## config.mk

```make
export PLATFORM = sky130hd
export DESIGN_NAME = instr_fetch_unit
export DESIGN_NICKNAME = d
export VERILOG_FILES = /design/src/rtl/fetch_pkg.sv /design/src/rtl/fetch_fifo.sv /design/src/rtl/instr_fetch_unit.sv
export SDC_FILE = /design/constraint.sdc
export NUM_CORES = 1
export LEC_CHECK = 0
export BUFFER_PORTS_ARGS = -buffer_cell sky130_fd_sc_hd__buf_4
export CORE_MARGIN = 1
export CORE_UTILIZATION = 31
export CTS_BUF_LIST = sky130_fd_sc_hd__clkbuf_16
export CTS_CLUSTER_DIAMETER = 100
export CTS_CLUSTER_SIZE = 24
export DETAILED_ROUTE_END_ITERATION = 8
export PLACE_DENSITY = 0.6
export SYNTH_ARGS = -nofsm -noshare
export SYNTH_HDL_FRONTEND = slang
export SYNTH_SLANG_ARGS = --single-unit
export TNS_END_PERCENT = 30
```

## constraint.sdc

```tcl
create_clock -name CLK -period 4.05 [get_ports CLK]
set_input_delay 0.81 -clock CLK [delete_from_list [all_inputs] [get_ports CLK]]
set_output_delay 0.81 -clock CLK [all_outputs]
set_load 0.01 [all_outputs]
```

## src/rtl/fetch_pkg.sv

```systemverilog
// fetch_pkg: shared types and constants for the instruction fetch stage.
package fetch_pkg;
   typedef enum logic [1:0] {FETCH, WAIT, DROP} fetch_state_t;
   localparam logic [31:0] RESET_PC_DEFAULT = 32'h0040_0000;
   localparam int FETCH_DEPTH = 2;
   typedef struct packed {
      logic [31:0] instr;
      logic [31:0] pc;
   } fetch_entry_t;
endpackage

```

## src/rtl/fetch_fifo.sv

```systemverilog
// fetch_fifo: 2-entry instruction buffer with push, pop, clear and occupancy count.
module fetch_fifo
   import fetch_pkg::*;
(
   input  logic         CLK,
   input  logic         RESET,
   input  logic         push,
   input  logic         pop,
   input  logic         clear,
   input  fetch_entry_t push_entry,
   output fetch_entry_t head,
   output logic [1:0]   count
);
   fetch_entry_t mem [FETCH_DEPTH];
   logic rd_ptr, wr_ptr;
   logic do_push, do_pop;
   assign do_pop = pop && count != 2'd0;
   assign do_push = push && (count != 2'(FETCH_DEPTH) || do_pop);
   assign head = mem[rd_ptr];
   always_ff @(posedge CLK or negedge RESET)
      if (!RESET) begin
         rd_ptr <= 1'b0;
         wr_ptr <= 1'b0;
         count <= 2'd0;
         mem[0] <= '0;
         mem[1] <= '0;
      end else if (clear) begin
         rd_ptr <= 1'b0;
         wr_ptr <= 1'b0;
         count <= 2'd0;
      end else begin
         if (do_push) mem[wr_ptr] <= push_entry;
         wr_ptr <= wr_ptr ^ do_push;
         rd_ptr <= rd_ptr ^ do_pop;
         count <= count + {1'b0, do_push} - {1'b0, do_pop};
      end
endmodule

```

## src/rtl/instr_fetch_unit.sv

```systemverilog
// instr_fetch_unit: PC owner issuing one-outstanding word reads and buffering
// returned instructions for the IF/ID register, with flush/redirect handling.
module instr_fetch_unit
   import fetch_pkg::*;
#(
   parameter logic [31:0] RESET_PC = RESET_PC_DEFAULT
) (
   input  logic        CLK,
   input  logic        RESET,
   input  logic        STALL,
   input  logic        FLUSH,
   input  logic        REDIRECT_VALID,
   input  logic [31:0] REDIRECT_PC,
   output logic        IMEM_REQ,
   output logic [31:0] IMEM_ADDR,
   input  logic        IMEM_READY,
   input  logic        IMEM_RVALID,
   input  logic [31:0] IMEM_RDATA,
   output logic [31:0] Instr1_IF,
   output logic [31:0] Instr_PC_IF,
   output logic [31:0] Instr_PC_Plus4_IF,
   output logic        Instr_VALID_IF
);
   fetch_state_t state, state_nxt;
   logic [31:0] pc, pc_nxt, inflight_pc;
   logic [1:0] count;
   fetch_entry_t head;
   logic kill, accept, push, head_valid;
   assign kill = FLUSH || REDIRECT_VALID;
   assign head_valid = count != 2'd0;
   assign IMEM_ADDR = pc;
   assign accept = IMEM_REQ && IMEM_READY;
   assign push = state == WAIT && IMEM_RVALID && !kill;
   always_comb begin
      IMEM_REQ = RESET && state == FETCH && count < 2'(FETCH_DEPTH) && !kill;
      state_nxt = state == FETCH ? (IMEM_REQ && IMEM_READY ? WAIT : FETCH)
                : IMEM_RVALID ? FETCH
                : state == WAIT && kill ? DROP : state;
      // flush replays from the oldest instruction not yet consumed downstream
      pc_nxt = REDIRECT_VALID ? REDIRECT_PC & ~32'd3
             : FLUSH ? (head_valid ? head.pc : state == WAIT ? inflight_pc : pc)
             : IMEM_REQ && IMEM_READY ? pc + 32'd4 : pc;
   end
   always_ff @(posedge CLK or negedge RESET)
      if (!RESET) begin
         state <= FETCH;
         pc <= RESET_PC;
         inflight_pc <= '0;
      end else begin
         state <= state_nxt;
         pc <= pc_nxt;
         if (accept) inflight_pc <= pc;
      end
   fetch_fifo u_fifo (
      .CLK        (CLK),
      .RESET      (RESET),
      .push       (push),
      .pop        (!STALL),
      .clear      (kill),
      .push_entry ('{instr: IMEM_RDATA, pc: inflight_pc}),
      .head       (head),
      .count      (count)
   );
   assign Instr_VALID_IF = head_valid;
   assign Instr1_IF = head_valid ? head.instr : '0;
   assign Instr_PC_IF = head_valid ? head.pc : '0;
   assign Instr_PC_Plus4_IF = head_valid ? head.pc + 32'd4 : '0;
endmodule

```

==> results of run 1 <==
## worst max-delay path, cell delays in order (launching register included)
cell and delay [ns]:
dfrtp_4 0.63, mux2_2 0.31, ha_1 0.26, nand4b_1 0.13
a22oi_2 0.35, nand4_2 0.14, buf_4 0.20, nor3_2 0.18
mux2_1 0.34, buf_4 0.15
## through the flow
step | cells | hold slack (ns) | TNS (ns) | setup WS (ns)
after floorplan | 1044 | 0.474 | 0 | 0.786
after global placement | 1659 | 0.477 | 0 | 0.430
after detailed placement | 1659 | 0.492 | 0 | 0.388
after CTS | 1692 | 0.225 | 0 | 0.103
after global routing | 1692 | 0.236 | -0.0243 | -0.0243
final | 1695 | 0.225 | 0 | 0.119
## area by class of cell
type,count,area [um^2]
well taps,448,561
clock inverters,15,208
diodes,3,7.51
fillers,3373,20200
flip-flops and latches,198,4960
repair buffers,235,1820
multi-input cells,765,5350
inverters,14,52.6
clock buffers,17,425
## per-layer routing
layer | wire length, um | part of all wire
met5 | 10 | 0.00029
met4 | 614 | 0.018
met3 | 2570 | 0.076
met2 | 15900 | 0.47
met1 | 14900 | 0.44
## flip-flops by register name, indices dropped and copies added (netlist names)
name / flops
u_fifo.mem: 128
IMEM_ADDR: 32
inflight_pc: 32
state: 2
u_fifo.count: 2
u_fifo.rd_ptr: 1
u_fifo.wr_ptr: 1
## power by group
part	internal, mW	leakage (nW)	switching (mW)
registers	2.19	2.62	0.247
logic	0.383	3.21	0.427
clock network	0.952	0.306	0.877
total	3.53	6.14	1.55
## path summary, 6_finish.rpt
path                       slack, ns  depth (start not counted)                     to
max in group asynchronous       2.00                          3          u_fifo.rd_ptr
min in group CLK                0.48                          2         inflight_pc[1]
setup reg to reg                1.28                          6           IMEM_ADDR[2]
hold / removal                  0.22                          1           IMEM_ADDR[9]
setup / recovery                0.12                          9  Instr_PC_Plus4_IF[26]
hold reg to reg                 0.48                          2         inflight_pc[1]
## cells by family after synthesis
logic type / after synthesis / synth area share
AND/OR/NAND/NOR: 360 / 0.161
multiplexers: 203 / 0.207
flip-flops: 198 / 0.466
AO/OA/AOI/OAI: 180 / 0.112
buffers and inverters: 81 / 0.0339
XOR/XNOR: 18 / 0.0148
adder cells (fa/ha/maj): 4 / 0.00471
## cells in the final DEF (no fill, tap or decap), types with 7 or more instances in the layout
| master | Yosys | routed |
|---|---|---|
| o21ai_0 | 37 | 37 |
| nor2_1 | 111 | 111 |
| dfrtp_1 | 197 | 196 |
| or3_1 | 7 | 7 |
| buf_4 | 2 | 231 |
| o211ai_1 | 7 | 7 |
| xnor2_1 | 12 | 12 |
| nor3_1 | 17 | 16 |
| nand2_1 | 122 | 120 |
| mux2_2 | 135 | 135 |
| mux2i_1 | 66 | 66 |
| and2_1 | 13 | 13 |
| inv_1 | 13 | 13 |
| clkbuf_16 | 0 | 17 |
| a31oi_1 | 12 | 12 |
| o31ai_1 | 8 | 8 |
| a21oi_1 | 46 | 46 |
| nand3_1 | 20 | 20 |
| a211oi_1 | 11 | 11 |
| nand4_1 | 19 | 19 |
| o22ai_1 | 7 | 7 |
| and3_1 | 7 | 7 |
## timing repair
item                       CTS  global route
resized for setup            1             1
pin swaps                    0             1
gates cloned                 0             0
setup buffers                1             0
setup endpoints to repair    2             3
==> flow_metrics.py, run 1 <==
metrics = {
    "critical_path": {
        "worst-endpoint-required_ns": 3.24,
        "r2r-start": "u_fifo.count[1]",
        "worstSetupPathType": "flop to primary output",
        "path_max_fanout": 15,
        "critPathLaunch": "u_fifo.rd_ptr",
        "arrival_ns": 3.12,
        "end_kind": "primary output",
        "cp-start-kind": "flop",
    },
    "global_route": {
        "antenna_found_initial": 4,
        "grt_pass1_wl_um": 53100,
        "met1_usage": 0.254,
        "met3_usage": 0.0522,
        "busiest_layer": "met2",
        "grt_max_degree": 87,
        "grt_overflow_total": 0,
        "grt_pass1_vias": 9034,
        "track_usage": 0.196,
        "grt_util_met2": 0.316,
    },
    "power": {
        "finalPower_mw": 5.08,
        "vdd_drop_max_mv": 0.256,
        "power.density_nw_per_um2": 380,
        "leakagePower_nw": 6.14,
    },
    "clock_tree": {
        "clkTransAtPathRegs_ns": 0.09,
        "cts_hold_buf": 0,
        "clock_sinks": 198,
        "cts.path.max_buffers": 2,
        "clk_latency_ns": 0.45,
        "cts_root_buffer": "clkbuf_16",
        "htreeDepth": 4,
        "cts_buffers": 17,
        "cts_tree": "built",
    },
    "synth": {
        "yosysSeqAreaShare": 0.466,
        "synth_edf_count": 0,
        "synthTopCellsByArea": "dfrtp_1 (46%), mux2_2 (14%), mux2i_1 (6.2%)",
        "yosysWarningCount": 0,
        "yosys-top-cells-count": "dfrtp_1 (197), mux2_2 (135), nand2_1 (122), nor2_1 (111), mux2i_1 (66)",
        "postSynthCellCount": 1044,
        "synthesis.area_um2": 10600,
        "synthArstFlopShare": 1.00,
        "synth.largest_area_cell": "dfrtp_1",
        "yosysMostFrequentCell": "dfrtp_1",
        "syn_area_per_cell_um2": 10.2,
        "ys.flop_type": "dfrtp_1",
        "synth_top_area_frac": 0.464,
        "synth-seq-cells": 198,
        "yosysUniqueCellTypes": 69,
        "syn_nets": 1119,
    },
    "floorplanning": {
        "die_area_um2": 35000,
        "rows": 67,
        "io_pins": 201,
        "die_h_um": 187,
        "coreArea_um2": 33600,
        "initial_core_util": 0.316,
        "die_w_um": 187,
    },
    "detailed_routing": {
        "detail-route-antenna-nets": 0,
        "via_per_inst": 5.26,
        "routedWlPerCell_um": 20.1,
        "drc_errors": 0,
        "num_vias": 8914,
        "drt_iter0_drc": 613,
        "drt-pass1-iter-count": 6,
        "wl_um": 34000,
    },
    "sta": {
        "finalSetupViolCount": 0,
        "clock_skew_ns": 0.0162,
        "worstMarginPinSlew_ns": 1.20,
        "hold_viol": 0,
        "period_minus_slack_ns": 3.93,
        "rsz0062_at_grt": "true",
        "slew_viol_final": 0,
        "period_share": 0.971,
        "clock.fmax_ghz": 0.254,
        "slew_headroom": 0.196,
    },
    "place": {
        "port-buffer-count": 198,
        "dpl-instance-area_um2": 12700,
        "dpl.hpwl_um": 23600,
        "place_congestion": 0.868,
    },
    "flow_run": {
        "maxCapViolations": 0,
    },
    "finish": {
        "final_layout_size_suffix_gt1_frac": 0.346,
        "fin_area_um2": 13400,
        "utilization": 0.398,
        "layout.nets": 1306,
        "areaGrowthSynthToFinish_pct": 25.8,
    },
    "run_status": {
        "status": "finished clean",
    },
    "hold_path": {
        "hold_class": "input pin to asynchronous set/reset pin",
    },
}
Note: power is estimated with default switching activity, not from simulation.
==> run 2, diff against run 1 <==
GPL_TIMING_DRIVEN = 0   (was unset)
==> flow_metrics.py, run 2 (synthesized netlist as in run 1, its figures left out) <==
metrics = {
    "run_status": {
        "status": "finished clean",
    },
    "clock_tree": {
        "clk_latency_ns": 0.45,
        "clkTransAtPathRegs_ns": 0.07,
        "clock_sinks": 198,
        "cts.path.max_buffers": 2,
        "cts_tree": "built",
        "htreeDepth": 4,
        "cts_buffers": 17,
        "cts_hold_buf": 0,
        "cts_root_buffer": "clkbuf_16",
    },
    "sta": {
        "period_minus_slack_ns": 3.95,
        "slew_viol_final": 0,
        "clock_skew_ns": 0.0130,
        "slew_headroom": 0.289,
        "clock.fmax_ghz": 0.253,
        "period_share": 0.974,
        "finalSetupViolCount": 0,
        "worstMarginPinSlew_ns": 1.06,
        "hold_ws_ns": 0.382,
        "hold_viol": 0,
    },
    "floorplanning": {
        "die_w_um": 187,
        "coreArea_um2": 33600,
        "die_area_um2": 35000,
        "rows": 67,
        "initial_core_util": 0.316,
        "die_h_um": 187,
        "io_pins": 201,
    },
    "power": {
        "power.density_nw_per_um2": 374,
        "leakagePower_nw": 6.15,
        "finalPower_mw": 5.02,
        "vdd_drop_max_mv": 0.281,
    },
    "finish": {
        "final_cell_mix": "buf_4 (202), dfrtp_1 (196), mux2_2 (135), nand2_1 (121), nor2_1 (111)",
        "largest_register_ffs": 128,
        "top_register": "u_fifo.mem",
        "areaGrowthSynthToFinish_pct": 26.4,
        "fin_area_um2": 13400,
        "fillers": 3369,
        "utilization": 0.400,
        "final_layout_size_suffix_gt1_frac": 0.336,
        "final_common_cell": "buf_4",
        "layout.nets": 1343,
    },
    "critical_path": {
        "end_kind": "primary output",
        "reg2regPathDepth": 6,
        "arrival_ns": 3.14,
        "worst-endpoint-required_ns": 3.24,
        "path_max_fanout": 10,
        "worstSetupPathType": "flop to primary output",
        "cp-start-kind": "flop",
    },
    "place": {
        "place_congestion": 0.922,
        "dpl.hpwl_um": 27600,
        "port-buffer-count": 197,
        "dpl-instance-area_um2": 12700,
    },
    "global_route": {
        "antenna_found_initial": 2,
        "grt_pass1_vias": 9024,
        "met3_usage": 0.0497,
        "grt_overflow_total": 0,
        "grt_pass1_wl_um": 56900,
        "busiest_layer": "met2",
        "track_usage": 0.217,
        "met1_usage": 0.289,
        "grt_util_met2": 0.339,
        "grt_max_degree": 102,
    },
    "detailed_routing": {
        "num_vias": 9232,
        "drc_errors": 0,
        "via_per_inst": 5.34,
        "wl_um": 37700,
        "drt-pass1-iter-count": 6,
        "drt_iter0_drc": 874,
        "detail-route-antenna-nets": 0,
        "routedWlPerCell_um": 21.8,
    },
    "hold_path": {
        "hold_class": "input pin to asynchronous set/reset pin",
    },
    "flow_run": {
        "maxCapViolations": 0,
    },
}
-- run 2: worst max-delay path, stage by stage, from the launching register on --
cell and delay, ns:
dfrtp_2 0.46, buf_6 0.18, buf_6 0.17, mux2_2 0.30
ha_4 0.16, nand4b_1 0.12, a22oi_2 0.16, buf_6 0.17
nand4_4 0.22, buf_6 0.22, o31ai_1 0.23, o41ai_2 0.12
buf_4 0.17
-- run 2: where the power goes --
group	switching, mW	total, mW	internal (mW)
sequential	0.235	2.43	2.19
combinational	0.449	0.828	0.380
clock	0.799	1.76	0.965
-- run 2: final cells by class --
class / instances / area, um^2 / area share
multi-input combinational: 765 / 5380 / 0.400
sequential: 198 / 4960 / 0.369
timing repair buffer: 205 / 1580 / 0.117
tap: 448 / 561 / 0.0417
clock buffer: 17 / 425 / 0.0317
buffer: 67 / 328 / 0.0244
clock inverter: 14 / 161 / 0.0120
inverter: 14 / 52.6 / 0.00391
antenna: 1 / 2.50 / 0.000186
-- run 2: worst paths after layout --
check                                              to  slack, ns     startpoint
worst max-delay path            Instr_PC_Plus4_IF[30]       0.10  u_fifo.rd_ptr
worst min-delay path                    u_fifo.mem[8]       0.38          RESET
worst max register to register         u_fifo.mem[24]       1.55       state[1]
worst min register to register         inflight_pc[0]       0.50   IMEM_ADDR[0]
max in group asynchronous              u_fifo.mem[96]       2.68          RESET
min in group CLK                       inflight_pc[0]       0.50   IMEM_ADDR[0]
-- run 2: metrics by stage --
stage               std cells  setup TNS (ns)  worst slack [ns]
finish                   1729               0             0.103
global route             1729         -0.0173           -0.0171
CTS                      1727               0           0.00752
detailed placement       1690           -2.27            -0.486
global placement         1689          -33.15            -0.697
floorplan                1044               0             0.786
-- run 2: metal layers --
| metal | vias to the layer above | part of all wire | wire length, um |
|---|---|---|---|
| li1 | 4194 | - | - |
| met1 | 4551 | 0.43 | 16100 |
| met2 | 416 | 0.45 | 17200 |
| met3 | 69 | 0.082 | 3110 |
| met4 | 2 | 0.036 | 1360 |
| met5 | - | 0.00037 | 14 |
-- run 2: repair_timing --
item / CTS / global route
setup endpoints to repair: 67 / 6
pin swaps: 1 / 1
resized for setup: 11 / 10
setup buffers: 6 / 1
==> run 3, diff against run 2 <==
CELL_PAD_IN_SITES_DETAIL_PLACEMENT = 1   (was unset)
CELL_PAD_IN_SITES_GLOBAL_PLACEMENT = 1   (was unset)
CTS_CLUSTER_DIAMETER = unset   (was 100)
PLACE_DENSITY = 0.71   (was 0.6)
RECOVER_POWER = 100   (was unset)
==> flow_metrics.py, run 3 (synthesized netlist as in run 1, its figures left out) <==
metrics = {
    "sta": {
        "period_minus_slack_ns": 3.94,
        "finalSetupViolCount": 0,
        "clock_skew_ns": 0.0113,
        "period_share": 0.973,
        "hold_viol": 0,
        "hold_ws_ns": 0.381,
        "worstMarginPinSlew_ns": 1.19,
        "slew_headroom": 0.196,
        "slew_viol_final": 0,
        "clock.fmax_ghz": 0.254,
        "setup_tns_ns": 0,
    },
    "detailed_routing": {
        "drt_iter0_drc": 563,
        "drt-pass1-iter-count": 6,
        "detail-route-antenna-nets": 0,
        "via_per_inst": 5.45,
        "wl_um": 39600,
        "drc_errors": 0,
        "routedWlPerCell_um": 23.0,
        "num_vias": 9420,
    },
    "power": {
        "leakagePower_nw": 6.07,
        "vdd_drop_max_mv": 0.326,
        "finalPower_mw": 4.96,
        "power.density_nw_per_um2": 373,
    },
    "global_route": {
        "grt_pass1_wl_um": 60900,
        "track_usage": 0.229,
        "grt_max_degree": 102,
        "antenna_found_initial": 0,
        "grt_overflow_total": 0,
        "grt_pass1_vias": 9957,
    },
    "critical_path": {
        "worstSetupPathType": "flop to primary output",
        "slowest_stage": "dfrtp_2",
        "cp-start-kind": "flop",
        "arrival_ns": 3.13,
        "crit_chain": "buf_6 > buf_6 > mux2_2 > ha_2 > nand4b_1 > a22oi_2 > buf_4 > nand4_4 > nor3_2 > mux2_1 > buf_4",
        "path_max_fanout": 10,
        "cp.buffers_inverters": 4,
        "worst-endpoint-required_ns": 3.24,
        "critPathMaxStageDelay_ns": 0.44,
        "crit_family": "buffers and inverters",
        "end_kind": "primary output",
    },
    "finish": {
        "final_layout_size_suffix_gt1_frac": 0.306,
        "diodes": 0,
        "layout.nets": 1341,
        "largest_register_ffs": 128,
        "final_common_cell": "dfrtp_1",
        "top_register": "u_fifo.mem",
        "final_cell_mix": "dfrtp_1 (196), buf_4 (172), mux2_2 (134), nand2_1 (121), nor2_1 (112)",
        "utilization": 0.395,
        "areaGrowthSynthToFinish_pct": 25.0,
    },
    "run_status": {
        "status": "finished clean",
    },
    "clock_tree": {
        "clock_sinks": 198,
        "cts_buffers": 17,
        "cts_root_buffer": "clkbuf_16",
        "clkTransAtPathRegs_ns": 0.08,
        "cts_tree": "built",
        "clk_latency_ns": 0.45,
        "cts.path.max_buffers": 2,
        "htreeDepth": 4,
    },
    "floorplanning": {
        "die_area_um2": 35000,
        "die_w_um": 187,
        "initial_core_util": 0.316,
        "rows": 67,
        "die_h_um": 187,
        "io_pins": 201,
        "coreArea_um2": 33600,
    },
    "place": {
        "place_congestion": 0.880,
        "port-buffer-count": 197,
        "dpl.hpwl_um": 29500,
    },
    "flow_run": {
        "maxCapViolations": 0,
    },
    "hold_path": {
        "hold_class": "input pin to asynchronous set/reset pin",
    },
}
## run 3: changes by cell type in the layout (fill, tap and decap cells not counted), moves of 6 or more
cell and change:
buf_2 -13, buf_4 -30, clkbuf_1 +43, inv_6 +6
## run 3: through the flow
| stage | area [um^2] | std cells | setup slack (ns) |
|---|---|---|---|
| after CTS | 13300 | 1724 | 0.00239 |
| after floorplan | 10600 | 1044 | 0.786 |
| final | 13300 | 1727 | 0.110 |
| after global placement | 12700 | 1689 | -1.05 |
| after global routing | 13300 | 1727 | -0.00131 |
| after detailed placement | 12700 | 1690 | -0.384 |
## run 3: worst paths after layout
check                      slack [ns]  cells past startpoint      startpoint                    end
hold / removal                   0.38                      1           RESET        u_fifo.mem[116]
hold reg to reg                  0.51                      1  u_fifo.mem[64]         u_fifo.mem[64]
setup reg to reg                 1.27                      7        state[1]         u_fifo.mem[67]
max in group asynchronous        2.69                      2           RESET          IMEM_ADDR[24]
setup / recovery                 0.11                     11   u_fifo.rd_ptr  Instr_PC_Plus4_IF[26]
min in group CLK                 0.51                      1  u_fifo.mem[64]         u_fifo.mem[64]
## run 3: worst reg2reg max path, delay by kind of cell (launching register included)
family | cells | cell delay, ns
buffers and inverters | 2 | 1.13
AND/OR/NAND/NOR | 3 | 0.61
multiplexers | 1 | 0.42
flip-flops | 1 | 0.41
AO/OA/AOI/OAI | 1 | 0.11
## run 3: area by class of cell
class | instances | area (um^2)
clock buffers | 17 | 425
inverters | 14 | 52.6
fillers | 3859 | 20300
well taps | 448 | 561
plain buffers | 67 | 310
multi-input cells | 765 | 5410
repair buffers | 203 | 1440
flip-flops and latches | 198 | 4960
clock inverters | 15 | 136
## run 3: timing repair
| item | 4_1_cts | 5_1_grt |
|---|---|---|
| setup buffers | 2 | 3 |
| hold endpoints to repair | 0 | 0 |
| pin swaps | 1 | 2 |
| hold buffers | 0 | 0 |
| gates resized for setup | 13 | 12 |
| endpoints found under the setup margin | 29 | 47 |
| cloned | 0 | 0 |
## run 3: layer usage
layer  up-vias  global-route usage  part of all wire
li1       4191                   -                 -
met4         0              0.0741             0.026
met5         -                   0                 0
met1      4849               0.305              0.45
met2       323               0.372              0.47
met3        57              0.0430             0.052
## run 3: power breakdown
group,internal (mW),leakage [nW],switching [mW]
Clock,0.814,0.269,0.865
Combinational,0.341,3.18,0.490
Sequential,2.19,2.62,0.258
Total,3.35,6.07,1.61
